**src/rtl/data_mem_ctrl_if.sv**
```systemverilog
// Core-side load/store channel: request handshake plus the one-cycle
// response pulse. The core is the master, the controller is the slave.
interface data_mem_ctrl_if;
    logic        valid;
    logic        ready;
    logic        wr;
    logic [1:0]  size;
    logic        is_unsigned;
    logic [31:0] addr;
    logic [31:0] wdata;
    logic        resp_valid;
    logic        err;
    logic [31:0] rdata;

    modport master (
        output valid, wr, size, is_unsigned, addr, wdata,
        input  ready, resp_valid, err, rdata
    );

    modport slave (
        input  valid, wr, size, is_unsigned, addr, wdata,
        output ready, resp_valid, err, rdata
    );
endinterface

```
**src/rtl/data_mem_ctrl.sv**
```systemverilog
// Load/store front-end: turns byte-addressed byte/half/word requests into
// word-addressed accesses on a single-port synchronous SRAM with a per-bit
// write mask, and returns extended load data or an error as a one-cycle pulse.
// Every output comes straight from a register.
module data_mem_ctrl #(
    parameter int ADDR_WIDTH = 10
) (
    input  logic                  i_clk,
    input  logic                  i_rst_n,
    data_mem_ctrl_if.slave        io_cpu,
    output logic                  o_sram_cs,
    output logic [ADDR_WIDTH-1:0] o_sram_addr,
    output logic [31:0]           o_sram_data,
    output logic [31:0]           o_sram_we,
    input  logic [31:0]           i_sram_data
);

    typedef enum logic [1:0] {IDLE, ACCESS, CAPTURE, RESP} state_t;

    state_t                r_state;
    logic                  r_ready;
    logic                  r_resp_valid;
    logic                  r_err;
    logic [31:0]           r_rdata;
    logic                  r_cs;
    logic [ADDR_WIDTH-1:0] r_sram_addr;
    logic [31:0]           r_sram_data;
    logic [31:0]           r_sram_we;
    logic                  r_wr;
    logic                  r_unsigned;
    logic [1:0]            r_size;
    logic [1:0]            r_lane;

    logic                  w_accept;
    logic                  w_err;
    logic [31:0]           w_wdata;
    logic [31:0]           w_mask;
    logic [31:0]           w_shift;
    logic [31:0]           w_load;

    assign w_accept = io_cpu.valid & r_ready;

    // Classify the incoming request: illegal size, misalignment or out-of-range address.
    always_comb begin
        w_err = 1'b0;
        case (io_cpu.size)
            2'b11:   w_err = 1'b1;
            2'b01:   w_err = io_cpu.addr[0];
            2'b10:   w_err = |io_cpu.addr[1:0];
            default: w_err = 1'b0;
        endcase
        if (|io_cpu.addr[31:ADDR_WIDTH+2]) begin
            w_err = 1'b1;
        end
    end

    // Replicate store data across all lanes; the mask picks the lanes that land.
    always_comb begin
        w_wdata = io_cpu.wdata;
        w_mask  = 32'hFFFF_FFFF;
        case (io_cpu.size)
            2'b00: begin
                w_wdata = {4{io_cpu.wdata[7:0]}};
                w_mask  = 32'h0000_00FF << {io_cpu.addr[1:0], 3'b000};
            end
            2'b01: begin
                w_wdata = {2{io_cpu.wdata[15:0]}};
                w_mask  = 32'h0000_FFFF << {io_cpu.addr[1], 4'b0000};
            end
            default: begin
                w_wdata = io_cpu.wdata;
                w_mask  = 32'hFFFF_FFFF;
            end
        endcase
    end

    // Bring the addressed lane down to bit 0, then extend to 32 bits.
    assign w_shift = i_sram_data >> {r_lane, 3'b000};

    always_comb begin
        case (r_size)
            2'b00:   w_load = {{24{~r_unsigned & w_shift[7]}},  w_shift[7:0]};
            2'b01:   w_load = {{16{~r_unsigned & w_shift[15]}}, w_shift[15:0]};
            default: w_load = i_sram_data;
        endcase
    end

    // Request sequencer; every output is registered on the state transition that needs it.
    always_ff @(posedge i_clk or negedge i_rst_n) begin
        if (!i_rst_n) begin
            r_state      <= IDLE;
            r_ready      <= 1'b1;
            r_resp_valid <= 1'b0;
            r_err        <= 1'b0;
            r_rdata      <= '0;
            r_cs         <= 1'b0;
            r_sram_addr  <= '0;
            r_sram_data  <= '0;
            r_sram_we    <= '0;
            r_wr         <= 1'b0;
            r_unsigned   <= 1'b0;
            r_size       <= 2'b00;
            r_lane       <= 2'b00;
        end else begin
            case (r_state)
                IDLE: begin
                    if (w_accept) begin
                        r_ready    <= 1'b0;
                        r_wr       <= io_cpu.wr;
                        r_unsigned <= io_cpu.is_unsigned;
                        r_size     <= io_cpu.size;
                        r_lane     <= io_cpu.addr[1:0];
                        if (w_err) begin
                            r_state      <= RESP;
                            r_resp_valid <= 1'b1;
                            r_err        <= 1'b1;
                        end else begin
                            r_state     <= ACCESS;
                            r_cs        <= 1'b1;
                            r_sram_addr <= io_cpu.addr[ADDR_WIDTH+1:2];
                            r_sram_we   <= io_cpu.wr ? w_mask : 32'h0;
                            if (io_cpu.wr) begin
                                r_sram_data <= w_wdata;
                            end
                        end
                    end
                end
                ACCESS: begin
                    r_cs      <= 1'b0;
                    r_sram_we <= '0;
                    if (r_wr) begin
                        r_state      <= RESP;
                        r_resp_valid <= 1'b1;
                        r_err        <= 1'b0;
                    end else begin
                        r_state <= CAPTURE;
                    end
                end
                CAPTURE: begin
                    r_rdata      <= w_load;
                    r_state      <= RESP;
                    r_resp_valid <= 1'b1;
                    r_err        <= 1'b0;
                end
                RESP: begin
                    r_resp_valid <= 1'b0;
                    r_err        <= 1'b0;
                    r_ready      <= 1'b1;
                    r_state      <= IDLE;
                end
                default: begin
                    r_state      <= IDLE;
                    r_ready      <= 1'b1;
                    r_resp_valid <= 1'b0;
                    r_err        <= 1'b0;
                    r_cs         <= 1'b0;
                    r_sram_we    <= '0;
                end
            endcase
        end
    end

    assign io_cpu.ready      = r_ready;
    assign io_cpu.resp_valid = r_resp_valid;
    assign io_cpu.err        = r_err;
    assign io_cpu.rdata      = r_rdata;
    assign o_sram_cs         = r_cs;
    assign o_sram_addr       = r_sram_addr;
    assign o_sram_data       = r_sram_data;
    assign o_sram_we         = r_sram_we;

endmodule

```
**src/flat_wrapper.sv**
```systemverilog
// flat-port wrapper written by rule: the top's interface ports become plain ports
module data_mem_ctrl_flat 
#(
    parameter int ADDR_WIDTH = 10
)
  (i_clk, i_rst_n, o_sram_cs, o_sram_addr, o_sram_data, o_sram_we, i_sram_data, io_cpu_valid, io_cpu_wr, io_cpu_size, io_cpu_is_unsigned, io_cpu_addr, io_cpu_wdata, io_cpu_ready, io_cpu_resp_valid, io_cpu_err, io_cpu_rdata);
  data_mem_ctrl_if io_cpu_i ();
  input  logic i_clk;
  input  logic i_rst_n;
  output logic o_sram_cs;
  output logic [ADDR_WIDTH-1:0] o_sram_addr;
  output logic [31:0] o_sram_data;
  output logic [31:0] o_sram_we;
  input  logic [31:0] i_sram_data;
  input wire logic [$bits(io_cpu_i.valid)-1:0] io_cpu_valid;
  input wire logic [$bits(io_cpu_i.wr)-1:0] io_cpu_wr;
  input wire logic [$bits(io_cpu_i.size)-1:0] io_cpu_size;
  input wire logic [$bits(io_cpu_i.is_unsigned)-1:0] io_cpu_is_unsigned;
  input wire logic [$bits(io_cpu_i.addr)-1:0] io_cpu_addr;
  input wire logic [$bits(io_cpu_i.wdata)-1:0] io_cpu_wdata;
  output wire logic [$bits(io_cpu_i.ready)-1:0] io_cpu_ready;
  output wire logic [$bits(io_cpu_i.resp_valid)-1:0] io_cpu_resp_valid;
  output wire logic [$bits(io_cpu_i.err)-1:0] io_cpu_err;
  output wire logic [$bits(io_cpu_i.rdata)-1:0] io_cpu_rdata;
  assign io_cpu_i.valid = io_cpu_valid;
  assign io_cpu_i.wr = io_cpu_wr;
  assign io_cpu_i.size = io_cpu_size;
  assign io_cpu_i.is_unsigned = io_cpu_is_unsigned;
  assign io_cpu_i.addr = io_cpu_addr;
  assign io_cpu_i.wdata = io_cpu_wdata;
  assign io_cpu_ready = io_cpu_i.ready;
  assign io_cpu_resp_valid = io_cpu_i.resp_valid;
  assign io_cpu_err = io_cpu_i.err;
  assign io_cpu_rdata = io_cpu_i.rdata;
  data_mem_ctrl #(.ADDR_WIDTH(ADDR_WIDTH)) u_core (.i_clk(i_clk), .i_rst_n(i_rst_n), .io_cpu(io_cpu_i), .o_sram_cs(o_sram_cs), .o_sram_addr(o_sram_addr), .o_sram_data(o_sram_data), .o_sram_we(o_sram_we), .i_sram_data(i_sram_data));
endmodule
```
**config.mk**
```make
export PLATFORM = sky130hd
export DESIGN_NAME = data_mem_ctrl_flat
export DESIGN_NICKNAME = d
export VERILOG_FILES = /design/src/rtl/data_mem_ctrl_if.sv /design/src/rtl/data_mem_ctrl.sv /design/src/flat_wrapper.sv
export SDC_FILE = /design/constraint.sdc
export NUM_CORES = 1
export LEC_CHECK = 0
export CAP_MARGIN = 15
export CORE_UTILIZATION = 45
export CTS_CLUSTER_SIZE = 40
export DETAILED_ROUTE_END_ITERATION = 6
export PLACE_DENSITY = 0.86
export SLEW_MARGIN = 40
export SYNTH_ARGS = -nofsm -noshare
export SYNTH_HDL_FRONTEND = slang
export SYNTH_SLANG_ARGS = --single-unit
```
**constraint.sdc**
```tcl
create_clock -name i_clk -period 5.05 [get_ports i_clk]
set_input_delay 1.01 -clock i_clk [delete_from_list [all_inputs] [get_ports i_clk]]
set_output_delay 1.01 -clock i_clk [all_outputs]
set_load 0.02 [all_outputs]
```
Word level (Yosys, flattened, before mapping) --
Index checks and enable logic that the tools add are counted.
Storage, ports and cells: register bits 118, input bits 103, output and inout port bits 110, word-level logic and storage cells 70
Operators by class: equality and inequality tests 11, shifts and indexed selects 3, multiplexer cells 24, bitwise gates (word level) 5, reduce and logical (&&, ||, !) cells 14
Operators by type and width (count):
- one-hot mux 32 bit (2 select lines) | 4
- two-way mux 32 bit | 3
- << shifter 16 x 5 -> 32 bit, first input constant | 1
- << shifter 8 x 5 -> 32 bit, first input constant | 1
- >> shifter 32 x 5 -> 16 bit | 1
- OR reduction 20 bit | 1
- two-way mux 1 bit | 9
- AND reduction 3 bit | 3
- equality test 2 bit, second input constant | 4
- one-hot mux 2 bit (4 select lines) | 1
- equality test 2 x 1 -> 1 bit, second input constant | 3
- zero test 2 bit | 3
- inequality test 2 x 1 -> 1 bit, second input constant | 3
- one-hot mux 1 bit (3 select lines) | 2
- two-way mux 2 bit | 2
- one-hot mux 1 bit (2 select lines) | 2
- one-hot mux 1 bit (4 select lines) | 1
- AND reduction 2 bit | 2
- AND reduction 4 bit | 1
- nonzero test 2 bit | 2
- OR reduction 2 bit | 2
- AND 1 bit | 3
- inequality test 2 bit, second input constant | 1
- inverter 1 bit | 2

Depth between registers and ports, before layout --
depth in word-level cells 6, mapped depth 8, gate-level depth less buffers 6

Worst setup path after synthesis --
No wires, ideal clock.
kind input -> register, start point in io_cpu_addr[13], end point reg u_core.r_sram_addr[2], in the netlist u_core.o_sram_addr[2], setup time 0.127 ns, data arrival time 2.417 ns, required time 4.923 ns, path slack 2.505 ns, cell stages on the path 5, path buffers 1, cell sequence nor4_2 > nand4_2 > nor4_4 > buf_6 > mux2_1
Between the ends: cells in the longest elaborated chain, start to end 4
Ends and longest elaborated chain:
- from (decl) | line flat_wrapper.sv:19 | input wire logic [$bits(io_cpu_i.addr)-1:0] io_cpu_addr;
- OR reduction 20 bit | line data_mem_ctrl.sv:52 | if (|io_cpu.addr[31:ADDR_WIDTH+2]) begin
- two-way mux 1 bit | line data_mem_ctrl.sv:52
- inverter 1 bit (no source line)
- AND reduction 3 bit (no source line)
- to (signal assigned) | line data_mem_ctrl.sv:120 | r_sram_addr <= io_cpu.addr[ADDR_WIDTH+1:2];
- to (decl) | line data_mem_ctrl.sv:26 | logic [ADDR_WIDTH-1:0] r_sram_addr;
Every way passes these cells. A chain may end at the register's enable or synchronous reset.

Worst setup path after layout --
start point in io_cpu_size[0], end point reg u_core.r_sram_data[23], in the netlist u_core.o_sram_data[23]
Between the ends: cells in the longest elaborated chain, start to end 5, elaborated cells between the ends (all ways) 9, those cells by class eq/ne: 3; mux: 3; bitwise: 1; reduce/logical: 2
Ends and longest elaborated chain:
- from (decl) | line flat_wrapper.sv:17 | input wire logic [$bits(io_cpu_i.size)-1:0] io_cpu_size;
- equality test 2 bit or equality test 2 x 1 -> 1 bit (tied branches) | line data_mem_ctrl.sv:46, data_mem_ctrl.sv:61
- one-hot mux 1 bit (3 select lines) | line data_mem_ctrl.sv:46 | case (io_cpu.size)
- two-way mux 1 bit | line data_mem_ctrl.sv:52
- inverter 1 bit (no source line)
- AND reduction 4 bit (no source line)
- to (signal assigned) | line data_mem_ctrl.sv:123 | r_sram_data <= w_wdata;
- to (decl) | line data_mem_ctrl.sv:27 | logic [31:0] r_sram_data;
Parallel ways exist; a longest one is shown, timed or not.

==> flow_summary.toml <==
[cts]
post_cts_buffers = 0
cts.path.max_buffers = 2
htree_levels = 3
cts-resized-gates = 0
cts_made_buffers = 9
cts_tree = "built"
ctsHoldBuffers = 0
root_buffer = "clkbuf_8"
clock-sinks = 90
clkTransAtPathRegs_ns = 0.09
clk_latency_ns = 0.35

[global_routing]
grt_pass1_vias = 4253
grt_max_degree = 56
grt.overflow.total = 0
antenna_found_initial = 0
grt_pass1_wl_mm = 21.8
track_usage_pct = 25.4

[logic_synthesis]
avgSynthCellArea_um2 = 10.8
yosysTopAreaCell = "dfrtp_1"
synthArstFlopShare_pct = 100
syn_nets = 542
synthTopCellsByCount = "dfrtp_1 (89), mux2_2 (53), nand2_1 (42), buf_4 (32), o21ai_0 (30)"
ys_seq_area_share_pct = 47.8
syn_area_mm2 = 0.00472
yosys.area.top_type_share_pct = 47.2
ys_types = 39
netlist_instances = 435
post-synth-top-count-cell = "dfrtp_1"
synth_area_leaders = "dfrtp_1 (47%), mux2_2 (13%), buf_4 (5.1%), mux2i_1 (4.7%), nand2_1 (3.3%)"
ys_warn_count = 0
synthFlopType = "dfrtp_1"
ys_ff_latch = 90
synth_edf_count = 0

[layout]
fin_cells = 752
fin_util_pct = 67.5
nets = 718
multi_input_area_mm2 = 0.00208
fillCellCount = 773
regArea_mm2 = 0.00225
post_route_cells_drive_above_1_share_pct = 14.0
postLayoutCellArea_mm2 = 0.00691
syn_to_final_growth_pct = 46.5
antenna_cells = 0

[sta]
fmax_mhz = 303
worst_pin_slew_ns = 0.795
slew_viol_final = 0
fin_skew_ns = 0.0110
rsz0062_at_grt = "false"
holdWs_ns = 0.495
final.min_clock_period_ns = 3.30
finalSetupViolCount = 0
post-route-period-util_pct = 65.4
fin_setup_tns_ns = 0
hold_viol_final = 0
max_slew_margin_pct = 46.7
setup_ws_ns = 1.75

[detailed_routing]
drt_iter0_markers = 177
drt_wl_total_mm = 13.4
antenna_left = 0
first_pass_iters = 4
dr_total_vias = 4013
drc_errors = 0
wl_per_cell_um = 17.8
vias_per_cell = 5.34

[power_and_ir_drop]
finalPower_mw = 2.97
power.leakage_nw = 3.05
ir_drop_mv = 0.254
powerDensity_mw_per_mm2 = 429

[worst_setup_path]
setup.worst_path.start_class = "input pin"
required_ns = 5.29
critPathCaptureType = "register"
cpPeakStageDelay_ns = 0.80
r2r_cells = 7
worstSetupPathType = "in -> reg"
crit_fanout = 32
crit_arrival_ns = 3.54
slowest_stage = "clkdlybuf4s50_1"
cp_cell_sequence = "clkdlybuf4s50_1 -> nor3_1 -> o2111ai_1 -> nor3_4 -> buf_4 -> mux2_2"

[place]
finalWeightedCongestion = 0.840
portBuffers = 212
dp_cells = 735
placed_area_mm2 = 0.00672
dp_hpwl_mm = 10.0
pre_cts_slack_ns = 1.32

[hold_path]
hold_class = "reg -> reg"
min_path_cells = 1

[floorplanning]
die_width_um = 104
io_pins = 213
fp.dieH_um = 104
rows = 37
start_util_pct = 46.1
core_area_mm2 = 0.0102
design.die.area_mm2 = 0.0109

[outcome]
status = "finished, final reports clean"

[job]
drv_cap = 0
==> sequential cells by signal (all words and copies together) (netlist names) <==
signal                    flops
u_core.io_cpu.err             1
u_core.r_state                2
u_core.r_lane                 2
u_core.o_sram_addr           10
u_core.r_wr                   1
u_core.r_size                 2
u_core.o_sram_we              4
u_core.io_cpu.ready           1
u_core.io_cpu.resp_valid      1
u_core.io_cpu.rdata          32
u_core.o_sram_cs              1
u_core.o_sram_data           32
u_core.r_unsigned             1
==> kinds of logic (layout without fill, tap and decap cells) <==
kind of cell	count (synthesis)	in the layout	synth area share, %
compound gates	97	97	13.2
flops	90	90	47.8
simple gates	89	89	9.68
mux	85	85	20.0
buf+inv	70	251	8.33
fa+ha+maj	4	4	1.06
==> power breakdown <==
| group | internal, mW | total [mW] | switching (mW) |
|---|---|---|---|
| sequential | 0.904 | 1.10 | 0.194 |
| combinational | 0.667 | 1.41 | 0.741 |
| clock | 0.194 | 0.459 | 0.264 |
| total | 1.77 | 2.97 | 1.20 |
==> critical path: cells and delay by family <==
family	cells	cell delay [ns]
buf+inv	2	1.19
mux	1	0.39
compound gates	1	0.28
simple gates	2	0.64
==> metal layers <==
layer	vias to the layer above	GRT usage, %	share of wire [%]
li1	1867	-	-
met1	1935	29.9	39
met2	190	44.3	50
met3	21	6.64	8.3
met4	0	9.29	2.1
met5	-	0	0
==> path summary, 6_finish.rpt <==
path                                        start                      to  slack, ns
worst min-delay path            u_core.io_cpu.err       u_core.io_cpu.err       0.50
worst min register to register  u_core.io_cpu.err       u_core.io_cpu.err       0.50
max in group asynchronous                 i_rst_n     u_core.io_cpu.ready       3.39
worst max-delay path               io_cpu_size[0]  u_core.o_sram_data[23]       1.75
worst max register to register  u_core.r_state[0]   u_core.o_sram_addr[2]       2.30
min in group asynchronous                 i_rst_n  u_core.io_cpu.rdata[4]       0.71
==> placed cells by master (no fill, tap or decap), types with 8 or more instances in the layout <==
cell / n
nor2_1: 20
clkbuf_8: 10
clkdlybuf4s50_1: 211
and3_1: 12
mux2_2: 53
a22oi_1: 8
dfrtp_1: 88
a21oi_1: 25
mux2i_1: 22
o21ai_0: 30
o2bb2ai_1: 8
a2bb2oi_1: 8
inv_1: 17
mux2_1: 9
nand2_1: 42
==> layout make-up <==
cell class / count / area share (%)
well taps: 136 / 2.46
clock inverters: 5 / 0.561
repair buffers: 218 / 31.3
flip-flops and latches: 90 / 32.6
multi-input cells: 275 / 30.0
clock buffers: 11 / 2.05
inverters: 17 / 0.924
(Power assumes the default switching activity.)
